## src/rtl/chip8_pkg.sv

```systemverilog
// Shared CHIP-8 CPU definitions.
//   STACK_BASE_DEF  : byte address of stack slot 0 (0xEA0)
//   STACK_BYTES_DEF : stack window size in bytes (16 entries x 2 bytes)
//   PC_INC          : instruction size, added to PC to form a return address
//   S_*             : stack controller state encoding
//   stack_addr()    : window-relative address, offset wraps inside the window
package chip8_pkg;

  localparam logic [11:0] STACK_BASE_DEF  = 12'hEA0;
  localparam int          STACK_BYTES_DEF = 32;
  localparam logic [15:0] PC_INC          = 16'd2;

  localparam logic [2:0] S_IDLE    = 3'd0;
  localparam logic [2:0] S_CALL_HI = 3'd1;
  localparam logic [2:0] S_CALL_LO = 3'd2;
  localparam logic [2:0] S_RET_A   = 3'd3;
  localparam logic [2:0] S_RET_B   = 3'd4;
  localparam logic [2:0] S_RET_C   = 3'd5;
  localparam logic [2:0] S_ERR     = 3'd6;

  // mask is STACK_BYTES-1 (window size is a power of two), so the byte
  // offset always lands inside the window even when sp arithmetic wraps.
  function automatic logic [11:0] stack_addr(input logic [11:0] base,
                                             input logic [7:0]  off,
                                             input logic [7:0]  mask);
    return base + {4'h0, off & mask};
  endfunction

endpackage

```

## src/rtl/cpu_stack_ctrl.sv

```systemverilog
// CALL/RET sequencer for the CHIP-8 CPU.
// CALL pushes the return address (PC+2, high byte first) into the stack
// window and loads PC with the target; RET pops the return address into PC.
//
// Build option: STACK_CHECK_EN
//   defined   : overflow, underflow and simultaneous-request checks route to
//               the ERR state (done+err pulse, no writes).
//   undefined : no ERR state, err tied low, CALL wins on simultaneous
//               requests, sp wraps in 8 bits and stack addresses wrap inside
//               the window.
//
// Ports:
//   clk, rst            clock, synchronous active-high reset
//   call_req, ret_req   requests from the decoder, sampled only in IDLE
//   call_addr           CALL target NNN
//   busy, done, err     status; done/err are one-cycle pulses
//   pc_rd, sp_rd        current PC / SP (byte offset) from the register file
//   pc_en/pc_wr         PC write port
//   sp_en/sp_wr         SP write port
//   mem_addr, mem_we,   RAM port; mem_rdata is valid one cycle after
//   mem_wdata, mem_rdata  mem_addr
module cpu_stack_ctrl
  import chip8_pkg::*;
#(
  parameter logic [11:0] STACK_BASE  = STACK_BASE_DEF,
  parameter int          STACK_BYTES = STACK_BYTES_DEF
) (
  input  logic        clk,
  input  logic        rst,
  input  logic        call_req,
  input  logic        ret_req,
  input  logic [11:0] call_addr,
  output logic        busy,
  output logic        done,
  output logic        err,
  input  logic [15:0] pc_rd,
  input  logic [7:0]  sp_rd,
  output logic        pc_en,
  output logic [15:0] pc_wr,
  output logic        sp_en,
  output logic [7:0]  sp_wr,
  output logic [11:0] mem_addr,
  output logic        mem_we,
  output logic [7:0]  mem_wdata,
  input  logic [7:0]  mem_rdata
);

  localparam logic [7:0] OFF_MASK = 8'(STACK_BYTES - 1);
`ifdef STACK_CHECK_EN
  localparam logic [7:0] SP_MAX   = 8'(STACK_BYTES - 2);
`endif

  logic [2:0]  state;
  logic [7:0]  sp;    // sp_rd captured at acceptance
  logic [15:0] ra;    // return address to push
  logic [11:0] tgt;   // CALL target
  logic [7:0]  hi;    // popped high byte

  // ---------------------------------------------------------------------
  // State and operand registers
  // ---------------------------------------------------------------------
  always_ff @(posedge clk) begin
    if (rst) begin
      state <= S_IDLE;
      sp    <= '0;
      ra    <= '0;
      tgt   <= '0;
      hi    <= '0;
    end else begin
      case (state)
        S_IDLE: begin
`ifdef STACK_CHECK_EN
          if (call_req && ret_req) begin
            state <= S_ERR;
          end else if (call_req) begin
            if (sp_rd <= SP_MAX) begin
              sp    <= sp_rd;
              ra    <= pc_rd + PC_INC;
              tgt   <= call_addr;
              state <= S_CALL_HI;
            end else begin
              state <= S_ERR;
            end
          end else if (ret_req) begin
            if (sp_rd >= 8'd2) begin
              sp    <= sp_rd;
              state <= S_RET_A;
            end else begin
              state <= S_ERR;
            end
          end
`else
          if (call_req) begin
            sp    <= sp_rd;
            ra    <= pc_rd + PC_INC;
            tgt   <= call_addr;
            state <= S_CALL_HI;
          end else if (ret_req) begin
            sp    <= sp_rd;
            state <= S_RET_A;
          end
`endif
        end
        S_CALL_HI: state <= S_CALL_LO;
        S_CALL_LO: state <= S_IDLE;
        S_RET_A:   state <= S_RET_B;
        S_RET_B: begin
          // data for the RET_A address arrives now
          hi    <= mem_rdata;
          state <= S_RET_C;
        end
        S_RET_C:   state <= S_IDLE;
`ifdef STACK_CHECK_EN
        S_ERR:     state <= S_IDLE;
`endif
        default:   state <= S_IDLE;
      endcase
    end
  end

  // ---------------------------------------------------------------------
  // Outputs decoded from registered state. The only input used is
  // mem_rdata in RET_C (low byte of the popped address); request inputs
  // never reach the strobes directly.
  // ---------------------------------------------------------------------
  always_comb begin
    busy      = (state != S_IDLE);
    done      = 1'b0;
    err       = 1'b0;
    pc_en     = 1'b0;
    pc_wr     = '0;
    sp_en     = 1'b0;
    sp_wr     = '0;
    mem_addr  = '0;
    mem_we    = 1'b0;
    mem_wdata = '0;
    case (state)
      S_CALL_HI: begin
        mem_we    = 1'b1;
        mem_addr  = stack_addr(STACK_BASE, sp, OFF_MASK);
        mem_wdata = ra[15:8];
      end
      S_CALL_LO: begin
        mem_we    = 1'b1;
        mem_addr  = stack_addr(STACK_BASE, sp + 8'd1, OFF_MASK);
        mem_wdata = ra[7:0];
        pc_en     = 1'b1;
        pc_wr     = {4'h0, tgt};
        sp_en     = 1'b1;
        sp_wr     = sp + 8'd2;
        done      = 1'b1;
      end
      S_RET_A: mem_addr = stack_addr(STACK_BASE, sp - 8'd2, OFF_MASK);
      S_RET_B: mem_addr = stack_addr(STACK_BASE, sp - 8'd1, OFF_MASK);
      S_RET_C: begin
        pc_en = 1'b1;
        pc_wr = {hi, mem_rdata};
        sp_en = 1'b1;
        sp_wr = sp - 8'd2;
        done  = 1'b1;
      end
`ifdef STACK_CHECK_EN
      S_ERR: begin
        done = 1'b1;
        err  = 1'b1;
      end
`endif
      default: ;
    endcase
  end

endmodule

```

## config.mk

```make
export PLATFORM = sky130hd
export DESIGN_NAME = cpu_stack_ctrl
export DESIGN_NICKNAME = d
export VERILOG_FILES = /design/src/rtl/chip8_pkg.sv /design/src/rtl/cpu_stack_ctrl.sv
export SDC_FILE = /design/constraint.sdc
export NUM_CORES = 1
export LEC_CHECK = 0
export ABC_AREA = 1
export BUFFER_PORTS_ARGS = -buffer_cell sky130_fd_sc_hd__buf_4
export CAP_MARGIN = 20
export CORE_ASPECT_RATIO = 1.25
export CORE_UTILIZATION = 54
export DETAILED_ROUTE_END_ITERATION = 10
export HOLD_SLACK_MARGIN = 0.12
export PLACE_DENSITY = 0.89
export SETUP_SLACK_MARGIN = 0.2
export SYNTH_ARGS = -nofsm -noshare
export SYNTH_HDL_FRONTEND = slang
export SYNTH_SLANG_ARGS = --single-unit
```

## constraint.sdc

```tcl
create_clock -name clk -period 2.3 [get_ports clk]
set_input_delay 0.23 -clock clk [delete_from_list [all_inputs] [get_ports clk]]
set_output_delay 0.23 -clock clk [all_outputs]
set_load 0.05 [all_outputs]
```

# After elaboration in Yosys (flattened, before gate mapping)

Index checks and enable logic that the tools add are counted.

Input bits: 48
Register bits: 47
Output and inout bits: 50
Logic and storage cells: 38

Reduce and logical (&&, ||, !) cells: 7
$add $sub $neg: 9
Equality and inequality tests: 6
Mux-type cells: 11

Operators by type and width:

| operator                                         | count |
|---|---|
| case mux 12 bit (4 select lines)                 | 1 |
| adder 10 x 6 -> 11 bit, first input constant     | 4 |
| case mux 16 bit (2 select lines)                 | 1 |
| case mux 8 bit (2 select lines)                  | 2 |
| adder 16 x 2 -> 16 bit, second input constant    | 1 |
| two-way mux 8 bit                                | 2 |
| case mux 3 bit (4 select lines)                  | 1 |
| adder 8 x 2 -> 8 bit, second input constant      | 1 |
| subtractor 8 x 2 -> 8 bit, second input constant | 1 |
| == test 3 x 2 -> 1 bit, second input constant    | 2 |
| == test 3 bit, second input constant             | 2 |
| two-way mux 3 bit                                | 2 |
| adder 5 x 1 -> 5 bit, second input constant      | 1 |
| subtractor 5 x 1 -> 5 bit, second input constant | 1 |
| AND reduction 2 bit                              | 2 |
| OR reduction 2 bit                               | 2 |
| == test 3 x 1 -> 1 bit, second input constant    | 1 |
| zero test 3 bit                                  | 1 |
| inequality test 3 bit, second input constant     | 1 |
| nonzero test 3 bit                               | 1 |
| two-way mux 1 bit                                | 2 |
| nonzero test 2 bit                               | 1 |

# Logic depth before layout (Yosys ltp)

Word-level depth: 3
Depth in mapped cells: 13
Gate-level depth less buffers: 13

# Least setup slack after synthesis

Ideal clock, no wire load.

Path kind: register -> output
Start point: register state[2]
End point: output port sp_wr[5]
Stages on the path, launching flop included: 6
Data required time: 2.070 ns
Arrival time: 2.112 ns
Path slack: -0.042 ns
Buffers on the path: 1
Cell sequence: dfxtp_1 -> buf_2 -> inv_2 -> nor3_4 -> inv_2 -> o31ai_1

Word-level cells in the longest chain between the ends: 2
Elaborated cells on any way between the ends: 3
Those cells by class: 2 x eq/ne; 1 x mux

Ends and longest elaborated chain:

| what                                                    | RTL line              | text |
|---|---|---|
| start, declared                                         | cpu_stack_ctrl.sv:53  | `logic [2:0] state;` |
| start signal, assigned                                  | cpu_stack_ctrl.sv:64  | `state <= S_IDLE;` |
| start signal, assigned                                  | cpu_stack_ctrl.sv:97  | `state <= S_CALL_HI;` |
| start signal, assigned                                  | cpu_stack_ctrl.sv:100 | `state <= S_RET_A;` |
| == test 3 bit or == test 3 x 2 -> 1 bit (tied branches) | cpu_stack_ctrl.sv:137 | `case (state)` |
| case mux 8 bit (2 select lines) *                       | cpu_stack_ctrl.sv:137 |  |
| end, declared                                           | cpu_stack_ctrl.sv:41  | `output logic [7:0] sp_wr,` |

Every way passes the cells marked *; elsewhere a longest branch is shown, timed or not.

# Worst setup path in the final report

Start point: register state[0]
End point: output port mem_addr[2]

Word-level cells in the longest chain between the ends: 2
Elaborated cells on any way between the ends: 5
Those cells by class: 4 x eq/ne; 1 x mux

Ends and longest elaborated chain:

| what                                  | RTL line              | text |
|---|---|---|
| == test 3 bit (tied with other cells) | cpu_stack_ctrl.sv:137 |  |
| case mux 12 bit (4 select lines) *    | cpu_stack_ctrl.sv:137 |  |
| end, declared                         | cpu_stack_ctrl.sv:42  | `output logic [11:0] mem_addr,` |

Marked as above.

==> impl_metrics.env <==
export IMPL_routed_wl_um=8017
export IMPL_grt_max_degree=36
export IMPL_fin_crit_sh_pct=90.52
export IMPL_synthArstFlopShare_pct=0
export IMPL_num_vias=3144
export IMPL_start_util_pct=55.91
export IMPL_antenna_cells=0
export IMPL_outcome="finished clean"
export IMPL_p_int_w=0.001552
export IMPL_die_h_um=83.09
export IMPL_hold_violations=0
export IMPL_synth_warnings=0
export IMPL_grt_setup_unrepaired="true"
export IMPL_skew_ns=0.004836
export IMPL_dp_hpwl_um=5701
export IMPL_first_iter_violations=198
export IMPL_postPlaceCellArea_mm2=0.003530
export IMPL_numCtsBuffers=5
export IMPL_grt_pass1_vias=2844
export IMPL_worst_pin_slew_ns=0.5587
export IMPL_synth_area_mm2=0.002840
export IMPL_peakVddDrop_v=0.0004986
export IMPL_ys_types=37
export IMPL_ys_seq_elements=47
export IMPL_worstSetupEndpointType="output pin"
export IMPL_rows=29
export IMPL_cap_violations=0
export IMPL_firstDrtPassIters=5
export IMPL_power_density_mw_per_mm2=716.8
export IMPL_synth_edff_count=0
export IMPL_gp_congestion=0.8955
export IMPL_ant_nets=0
export IMPL_final_nets=574
export IMPL_num_io_pins=98
export IMPL_synth_area_per_cell_um2=6.621
export IMPL_layout_commonest_cell="buf_4"
export IMPL_synthFlopType="dfxtp_1"
export IMPL_crit_fanout=4
export IMPL_hold_class="input pin to flip-flop"
export IMPL_finalInstanceArea_mm2=0.003805
export IMPL_hold_depth=3
export IMPL_die_w_um=66.87
export IMPL_pwr_share_comb_pct=43.9
export IMPL_detail_route_wl_per_cell_um=13.70
export IMPL_cts_root_buf="clkbuf_8"
export IMPL_cts_sinks=47
export IMPL_fin_setup_tns_ns=0
export IMPL_crit_arrival_ns=1.85
export IMPL_hp_start="mem_rdata[2]"
export IMPL_vias_per_cell=5.374
export IMPL_swShare_pct=43.12
export IMPL_cts_clk_slew_worst_paths_ns=0.09
export IMPL_setup_viol=0
export IMPL_worst_r2r_cell_count=6
export IMPL_worstSkewPairLatency_ns=0.31
export IMPL_path_class="flip-flop to output pin"
export IMPL_holdPathEnd="hi[2]$_SDFFE_PP0N_"
export IMPL_drcViolationCount=0
export IMPL_cts_tree="yes"
export IMPL_rrSetupSlack_ns=0.51
export IMPL_relSlewSlack_pct=62.65
export IMPL_clockBufferDepth=2
export IMPL_required_ns=2.07
export IMPL_seqPwrFrac_pct=36.3
export IMPL_io_buffers=94
export IMPL_r2r_start="state[0]$_SDFFE_PP0P_"
export IMPL_grt_pass1_wl_um=12500
export IMPL_slew_viol_final=0
export IMPL_final_cell_mix="106 x buf_4, 62 x nand2_1, 61 x inv_1"
export IMPL_critPathLaunchType="flip-flop"
export IMPL_area_growth_pct=33.96
export IMPL_dieArea_mm2=0.005555
export IMPL_ys_seq_area_share_pct=33.13
export IMPL_core_area_mm2=0.005080
export IMPL_grt_remaining_overflow=0
export IMPL_r2r_end="sp[7]$_SDFFE_PP0P_"
export IMPL_fmax_mhz=480.3
export IMPL_power_frac_clock_pct=19.8
export IMPL_synthCells=429
export IMPL_leakage_nw=1.778
export IMPL_fin_crit_ns=2.082
export IMPL_grt_usage_pct=28.99
export IMPL_drive_gt1_share_pct=30.21
export IMPL_p_switching_w=0.001176
export IMPL_antenna_found_initial=0
export IMPL_htreeDepth=2
## metal layers
layer  global-route usage [%]  wire (µm)  share of wire, %
met2                    53.17       4245                53
met3                    4.808        363               4.5
met4                    10.83        204               2.5
met1                    31.98       3203                40
met5                        0          0                 0
## metrics by stage
step	cells	hold WS, ns	util [%]	total power [W]	setup WS [ns]
after floorplan	431	0.3200	-	0.001813	0.06747
after global placement	567	0.4320	69.48	0.002083	0.3485
after detailed placement	567	0.4367	69.48	0.002104	0.2969
after CTS	580	0.1845	72.49	0.002661	0.1882
after global routing	585	0.1890	74.90	0.002871	0.1377
final	585	0.1859	74.90	0.002727	0.2180
## worst max path at each step
stage	slack, ns	to	cells past startpoint	from
2_1_floorplan	0.07	mem_wdata[0]	5	state[2]$_SDFFE_PP0P_
3_3_place_gp	0.35	mem_addr[4]	13	state[1]$_SDFFE_PP0P_
3_5_place_dp	0.30	mem_addr[2]	11	state[1]$_SDFFE_PP0P_
4_1_cts	0.19	mem_addr[2]	11	state[1]$_SDFFE_PP0P_
5_1_grt	0.14	mem_addr[4]	13	state[0]$_SDFFE_PP0P_
6_report	0.22	mem_addr[2]	11	state[0]$_SDFFE_PP0P_
## cell families after synthesis
family / count (synthesis) / share of synthesized area, %
simple gates: 146 / 23.88
compound gates: 126 / 23.88
buf+inv: 96 / 14.45
flops: 47 / 33.13
xor+xnor: 9 / 2.775
fa+ha+maj: 4 / 1.762
other cells: 1 / 0.1320
## synthesized netlist by cell type, types with 3 or more instances
cell type	number	share of area (%)
inv_2	6	0.79
o22ai_1	5	1.1
o211ai_1	3	0.79
buf_2	7	1.2
buf_4	11	2.9
a21oi_1	45	7.9
inv_1	65	8.6
xor2_1	7	2.2
nor3_1	5	0.88
o21ai_0	63	11
clkbuf_1	7	0.93
dfxtp_1	47	33
nor2_1	31	4.1
nand2_1	67	8.9
nand3_1	27	4.8
ha_1	4	1.8
## flip-flops by register name (all words and copies together) (netlist names)
signal	flops
tgt	12
sp	8
hi	8
state	3
ra	16
## power groups by stage
stage / clock network [W] / logic (W) / registers (W)
2_1_floorplan: 0 / 0.000836 / 0.000977
3_3_place_gp: 0 / 0.00109 / 0.000996
3_5_place_dp: 0 / 0.00110 / 0.00100
4_1_cts: 0.000545 / 0.00113 / 0.000982
5_1_grt: 0.000582 / 0.00129 / 0.000999
6_report: 0.000539 / 0.00120 / 0.000990
## repair_timing
item,4_1_cts,5_1_grt
setup buffers,4,5
hold buffers,1,0
endpoints found under the setup margin,18,14
pin swaps,1,10
resized for setup,9,26
hold endpoints to repair,1,0
## cell type report
cell class              instances  area (µm²)
multi-input cells             288        1572
fillers                       431        1275
flip-flops and latches         47       957.2
repair buffers                109       828.3
inverters                      71       274.0
clock buffers                   6       82.58
well taps                      62       77.57
clock inverters                 2       13.76
## worst max-delay path, stage by stage, from the launching register on
cell      delay, ns
dfxtp_4        0.37
nor2_4         0.17
nand3_2        0.11
nand2_2        0.08
inv_2          0.05
ha_4           0.15
inv_2          0.06
nand2_4        0.05
a21oi_2        0.10
o21ai_1        0.07
o211ai_1       0.10
buf_4          0.23
(Power assumes the default switching activity.)
